==> src/rtl/sap_clock_ctrl.sv <==
// SAP computer clock control: debounced single-step button, auto divider,
// halt handling and one-cycle clock-enable ticks with front-panel status.
module sap_clock_ctrl #(
    parameter int DIV_WIDTH       = 16,
    parameter int DEBOUNCE_CYCLES = 8,
    parameter int COUNT_WIDTH     = 8
) (
    input  logic                   clk,
    input  logic                   reset,
    input  logic                   auto_mode,
    input  logic                   step_btn,
    input  logic                   halt,
    input  logic [DIV_WIDTH-1:0]   div_period,
    output logic                   clk_en,
    output logic                   sap_clk,
    output logic                   halted,
    output logic                   step_level,
    output logic [COUNT_WIDTH-1:0] tick_count
);
    localparam int DB_W = (DEBOUNCE_CYCLES > 1) ? $clog2(DEBOUNCE_CYCLES) : 1;
    localparam logic [DB_W-1:0] DB_MAX = DB_W'(DEBOUNCE_CYCLES - 1);

    logic [1:0]           btn_sync, mode_sync;
    logic                 btn_s, mode_s, mode_q, level_q;
    logic [DB_W-1:0]      db_cnt;
    logic [DIV_WIDTH-1:0] div, div_nxt;
    logic                 mode_chg, step_req, stop, div_hit, tick;

    assign btn_s  = btn_sync[1];
    assign mode_s = mode_sync[1];

    // A step request lives for exactly the one cycle after step_level rises;
    // halt or a mode change in that cycle simply discards it.
    always_comb begin
        mode_chg = mode_s ^ mode_q;
        step_req = step_level & ~level_q;
        stop     = halt | halted;
        div_hit  = (div == div_period);
        tick     = ~stop & ~mode_chg & (mode_s ? div_hit : step_req);
        div_nxt  = div + DIV_WIDTH'(1);
        if (stop || !mode_s || mode_chg || div_hit)
            div_nxt = '0;
    end

    always_ff @(posedge clk) begin
        if (reset) begin
            btn_sync   <= '0;
            mode_sync  <= '0;
            mode_q     <= 1'b0;
            level_q    <= 1'b0;
            step_level <= 1'b0;
            db_cnt     <= '0;
            div        <= '0;
            clk_en     <= 1'b0;
            sap_clk    <= 1'b0;
            halted     <= 1'b0;
            tick_count <= '0;
        end else begin
            btn_sync  <= {btn_sync[0], step_btn};
            mode_sync <= {mode_sync[0], auto_mode};
            mode_q    <= mode_s;
            level_q   <= step_level;

            // Level is accepted only after DEBOUNCE_CYCLES consecutive differing samples.
            if (btn_s == step_level) begin
                db_cnt <= '0;
            end else if (db_cnt == DB_MAX) begin
                db_cnt     <= '0;
                step_level <= btn_s;
            end else begin
                db_cnt <= db_cnt + DB_W'(1);
            end

            div        <= div_nxt;
            clk_en     <= tick;
            sap_clk    <= sap_clk ^ tick;
            tick_count <= tick_count + COUNT_WIDTH'(tick);
            if (halt)
                halted <= 1'b1;
        end
    end
endmodule

==> config.mk <==
export PLATFORM = sky130hd
export DESIGN_NAME = sap_clock_ctrl
export DESIGN_NICKNAME = d
export VERILOG_FILES = /design/src/rtl/sap_clock_ctrl.sv
export SDC_FILE = /design/constraint.sdc
export NUM_CORES = 1
export LEC_CHECK = 0
export ABC_AREA = 1
export CAP_MARGIN = 10
export CELL_PAD_IN_SITES_DETAIL_PLACEMENT = 0
export CELL_PAD_IN_SITES_GLOBAL_PLACEMENT = 1
export CORE_MARGIN = 1.5
export CORE_UTILIZATION = 33
export DETAILED_ROUTE_END_ITERATION = 6
export PLACE_DENSITY = 0.82
export SETUP_SLACK_MARGIN = 0.15
export SKIP_CTS_REPAIR_TIMING = 1
export SYNTH_ARGS = -nofsm -noshare
export SYNTH_HDL_FRONTEND = slang
export SYNTH_SLANG_ARGS = --single-unit
==> constraint.sdc <==
create_clock -name clk -period 1.7 [get_ports clk]
set_input_delay 0.34 -clock clk [delete_from_list [all_inputs] [get_ports clk]]
set_output_delay 0.34 -clock clk [all_outputs]
set_load 0.01 [all_outputs]
; ---- Word-level counts from Yosys, hierarchy flattened
; Index checks and enable logic that the tools add are counted.
[op_classes]
add_sub_neg = 3
n_eq_ne = 3
muxes = 1
bitwise = 10
n_reduce_logical = 7
[op_table]
columns = cell, n
row1 = $add 16x1->16 const B, 1
row2 = $eq 16x16->1, 1
row3 = $add 8x1->8, 1
row4 = $not 1->1, 4
row5 = $add 3x1->3 const B, 1
row6 = $and 1x1->1, 3
row7 = $eq 3x3->1 const B, 1
row8 = $logic_or 1x1->1, 3
row9 = $reduce_or 3->1, 1
row10 = $reduce_and 2->1, 1
row11 = $reduce_or 2->1, 1
row12 = $xor 1x1->1, 2
row13 = $eq 1x1->1, 1
row14 = $logic_not 1->1, 1
row15 = $mux 1, 1
row16 = $or 1x1->1, 1
[word_totals]
regBits = 37
input_bits = 21
out_inout_bits = 12

; ---- Longest topological paths before layout
[depth]
ltp_word = 5
mapped_depth = 18
depth_no_buf = 18

; ---- Least setup slack after synthesis
; Ideal clock, no wire load.
[synth_path]
kind = register to register
start = reg halted
end = reg tick_count[6]
arrival_time_ps = 1765
t_required_ps = 1581
setup_slack_ps = -185
path_stages_with_launch = 13
synth_period_minus_slack_ps = 1885
cell_sequence = dfxtp_1 > or2_1 > a21oi_1 > o21a_1 > nand2_1 > inv_1 > ha_1 > ha_1 > nand2_1 > nor2_1 > nand3_1 > o21ai_0 > a21oi_1
[synth_between]
elab_chain_len = 5
[synth_lines]
columns = item, line_no
row1 = "start, declared", 16  ; output logic halted,
row2 = "start signal, assigned", 56  ; halted <= 1'b0;
row3 = "start signal, assigned", 79  ; halted <= 1'b1;
row4 = $or 1x1->1, 37  ; stop = halt | halted;
row5 = $not 1->1, 39  ; tick = ~stop & ~mode_chg & (mode_s ? div_hit : step_req);
row6 = $and 1x1->1 (2 in a row), 39
row7 = net tick, 27  ; logic mode_chg, step_req, stop, div_hit, tick;
row8 = $add 8x1->8, 77  ; tick_count <= tick_count + COUNT_WIDTH'(tick);
row9 = "end signal, assigned", 77
row10 = "end, declared", 18  ; output logic [COUNT_WIDTH-1:0] tick_count
; The timed path passes the listed nets, and every way through them passes these cells.
; A chain may end at the register's enable or synchronous reset.

; ---- Final worst setup path
[layout_path]
start = in halt
end = reg tick_count[6]
[layout_between]
elab_chain_len = 5
[layout_lines]
columns = item, line_no
row1 = "start, declared", 12  ; input logic halt,
row2 = $or 1x1->1, 37
row3 = $not 1->1, 39
row4 = $and 1x1->1 (2 in a row), 39
row5 = net tick, 27
row6 = $add 8x1->8, 77
; The timed path passes the listed nets, and every way through them passes these cells.

==> impl_metrics.tcl <==
set metrics [dict create \
    clock_latency_ns 0.29 \
    totalWireLength_mm 4.020 \
    grt_pass1_wl_mm 6.368 \
    synth-compound-area-share_pct 6.689 \
    tightest_slew_ns 0.2683 \
    start_kind "input port" \
    crit_top_cell "ha_4" \
    fin_crit_sh_pct 114.7 \
    skew_ns 0.005190 \
    cp.required_ns 1.89 \
    ys.flop_type "dfxtp_1" \
    syn_nets 301 \
    maxCapViolCount 0 \
    violations "negative setup slack" \
    clk_pin_slew_ns 0.08 \
    synthCells 275 \
    fp.dieH_um 77.53 \
    synthXorXnorAreaFrac_pct 2.389 \
    multi_input_area_mm2 0.001020 \
    place.port_buffers 32 \
    path_buf_inv 2 \
    reg2reg_from "div[1]" \
    whs_path_depth 2 \
    dr.pass1.iters 4 \
    hp-start "mode_sync[0]" \
    nets 375 \
    drive_gt1_share_pct 32.57 \
    start_util_pct 35.00 \
    power_leakage_nw 1.547 \
    cts_num_sinks 37 \
    avgSynthCellArea_um2 6.665 \
    synthSimpleGateAreaFrac_pct 34.61 \
    clockBufferDepth 2 \
    yosysSeqAreaShare_pct 40.41 \
    gp_congestion 0.7483 \
    holdCritPathClass "flop to flop" \
    yosysUniqueCellTypes 25 \
    synth_top_cell_by_area "dfxtp_1" \
    die_w_um 77.53 \
    worstSetupPathType "input port to flop" \
    synth_edf_count 0 \
    synth_top_family_by_area "simple AND/OR/NAND/NOR gates" \
    final-setup-viol-count 5 \
    slew_headroom_pct 82.03 \
    cp_cell_sequence "clkdlybuf4s50_1 > or2_4 > a21oi_2 > o21a_1 > nand2_2 > inv_2 > ha_4 > ha_4 > nand2_4 > nor2_4 > nand3_2 > o21ai_1 > a21oi_1" \
    viasPerCell 4.236 \
    antenna_found_initial 0 \
    ctsRootBufferMaster "clkbuf_8" \
    fp.coreArea_mm2 0.005238 \
    post-route-min-period_ns 1.950 \
    slew_viol_final 0 \
    grt_max_degree 14 \
    timing.fmax_mhz 512.8 \
    cts.htree.levels 2 \
    synth-async-reset-ratio_pct 0 \
    worstReg2RegEnd "tick_count[6]" \
    cts_tree "yes" \
    vias 1779 \
    drtIter0Drc 54 \
    hold_end "mode_sync[1]" \
    synth.top_cell.area_share_pct 40.41 \
    cpMaxStageDelayCell "clkdlybuf4s50_1" \
    hpwl_mm 2.960 \
    outcome "complete, but fails checks" \
    grtUsageTotal_pct 13.29 \
    ios 33 \
    endpoint_kind "flop" \
    wl_per_cell_um 9.571 \
    areaGrowthSynthToFinish_pct 58.02 \
    fill_cells 493 \
    rsz0062_at_grt "yes" \
    irDropWorstVdd_mv 0.4862 \
    crit_arrival_ns 2.14 \
    die-area_mm2 0.006011 \
    seq_area_um2 764.5 \
    cp.depth 13 \
    synth_mux_area_share_pct 0 \
    cts_buffers 5 \
    power_mw 1.936 \
    synth_area_mm2 0.001833 \
    hold_viol 0 \
    insertedDiodeCount 0 \
    num_rows 26 \
    yosys-top-cells-area "dfxtp_1, nand2_1, inv_1" \
    remaining_drc_errors 0 \
    rrSetupSlack_ns -0.20 \
    grt_pass1_vias 1562 \
    yosys_warnings 0 \
    cp_top_family "simple AND/OR/NAND/NOR gates" \
    rr_worst_depth 17 \
    synth_fa_ha_area_share_pct 3.413 \
    cp_slowest_stage_delay_ns 0.40 \
    ys_ff_latch 37 \
    powerDensity_mw_per_mm2 668.5 \
    detail-route-antenna-nets 0 \
    setup_ws_ns -0.2502 \
    grt-ovfl-total 0 \
    crit_fanout 2 \
    dp_slack_ns -0.7575 \
]
==> cells in the final DEF, fill, tap and decap left out, types with 6 or more instances in the layout <==
| master | count |
|---|---|
| dlymetal6s2s_1 | 25 |
| inv_1 | 41 |
| a21oi_1 | 11 |
| dfxtp_2 | 16 |
| nor2_1 | 40 |
| nand3_1 | 6 |
| nand2_1 | 62 |
| clkdlybuf4s50_1 | 7 |
| inv_2 | 16 |
| buf_4 | 36 |
| nor3_1 | 7 |
| dfxtp_1 | 20 |
| nand2_2 | 12 |
==> power by group <==
| part | switching (mW) | internal (mW) |
|---|---|---|
| clock network | 0.332 | 0.591 |
| registers | 0.00546 | 0.873 |
| logic | 0.0585 | 0.0764 |
==> worst reg2reg max path, cell delays in order (launching register included) <==
cell and delay [ns]:
dfxtp_2 0.35, inv_2 0.05, nand2_2 0.06, nand2_2 0.05, nor2_2 0.11, nand2_1 0.06
nor2_1 0.10, nand2_1 0.09, nand2_2 0.10, nand2_2 0.06, inv_2 0.06, ha_4 0.15
ha_4 0.15, nand2_4 0.06, nor2_4 0.10, nand3_2 0.08, o21ai_1 0.13, a21oi_1 0.05
==> cells in the mapped netlist, types with 2 or more instances <==
cell type   n
nand2_1    74
inv_1      54
nor2_1     44
dfxtp_1    37
a21oi_1    13
nand3_1     9
nor3_1      8
ha_1        5
o21ai_0     5
xor2_1      5
inv_2       3
a21oi_2     2
nand3_2     2
nand4_1     2
nor3_2      2
==> metal layers <==
layer,GRT usage (%),up-vias,wire length (um)
met5,0,-,0
met4,6.000,0,51
met3,3.412,4,148
met2,22.28,29,1898
met1,15.91,767,1922
li1,-,979,-
==> kinds of logic (layout without fill, tap and decap cells) <==
group,after synthesis,count (layout)
XOR/XNOR,5,5
adder cells (fa/ha/maj),5,5
AND/OR/NAND/NOR,147,147
AO/OA/AOI/OAI,22,22
flip-flops,37,37
buffers and inverters,59,134
==> area by class of cell <==
type / count / share of cell area [%]
sequential: 37 / 26.39
tap: 70 / 3.024
clock buffer: 5 / 2.376
inverter: 57 / 7.387
multi-input combinational: 179 / 35.21
timing repair buffer: 69 / 23.24
clock inverter: 3 / 2.376
==> metrics by stage <==
step / TNS (ns) / instances / area, um^2 / utilization [%] / hold WS [ns]
2_1_floorplan: -0.3319 / 275 / 1888 / - / 0.3883
3_3_place_gp: -4.992 / 407 / 2534 / 48.38 / 0.3888
3_5_place_dp: -5.128 / 407 / 2534 / 48.38 / 0.3980
4_1_cts: -2.102 / 415 / 2671 / 51.00 / 0.4095
6_report: -0.8233 / 420 / 2897 / 55.30 / 0.4095
5_1_grt: -1.449 / 420 / 2897 / 55.30 / 0.4207
==> worst max-delay path by stage <==
| stage | slack, ns | end | startpoint |
|---|---|---|---|
| 2_1_floorplan | -0.12 | tick_count[7] | halt |
| 3_3_place_gp | -0.73 | tick_count[7] | div_period[6] |
| 3_5_place_dp | -0.76 | tick_count[7] | div_period[6] |
| 4_1_cts | -0.46 | tick_count[7] | div_period[6] |
| 5_1_grt | -0.35 | tick_count[6] | div[3] |
| 6_report | -0.25 | tick_count[6] | halt |
==> flip-flops by register name, summed over array words and instances (netlist names) <==
register / flops
btn_sync: 2
sap_clk: 1
mode_q: 1
halted: 1
mode_sync: 2
db_cnt: 3
clk_en: 1
div: 16
step_level: 1
level_q: 1
tick_count: 8
Power figures use the tool's default switching activity.
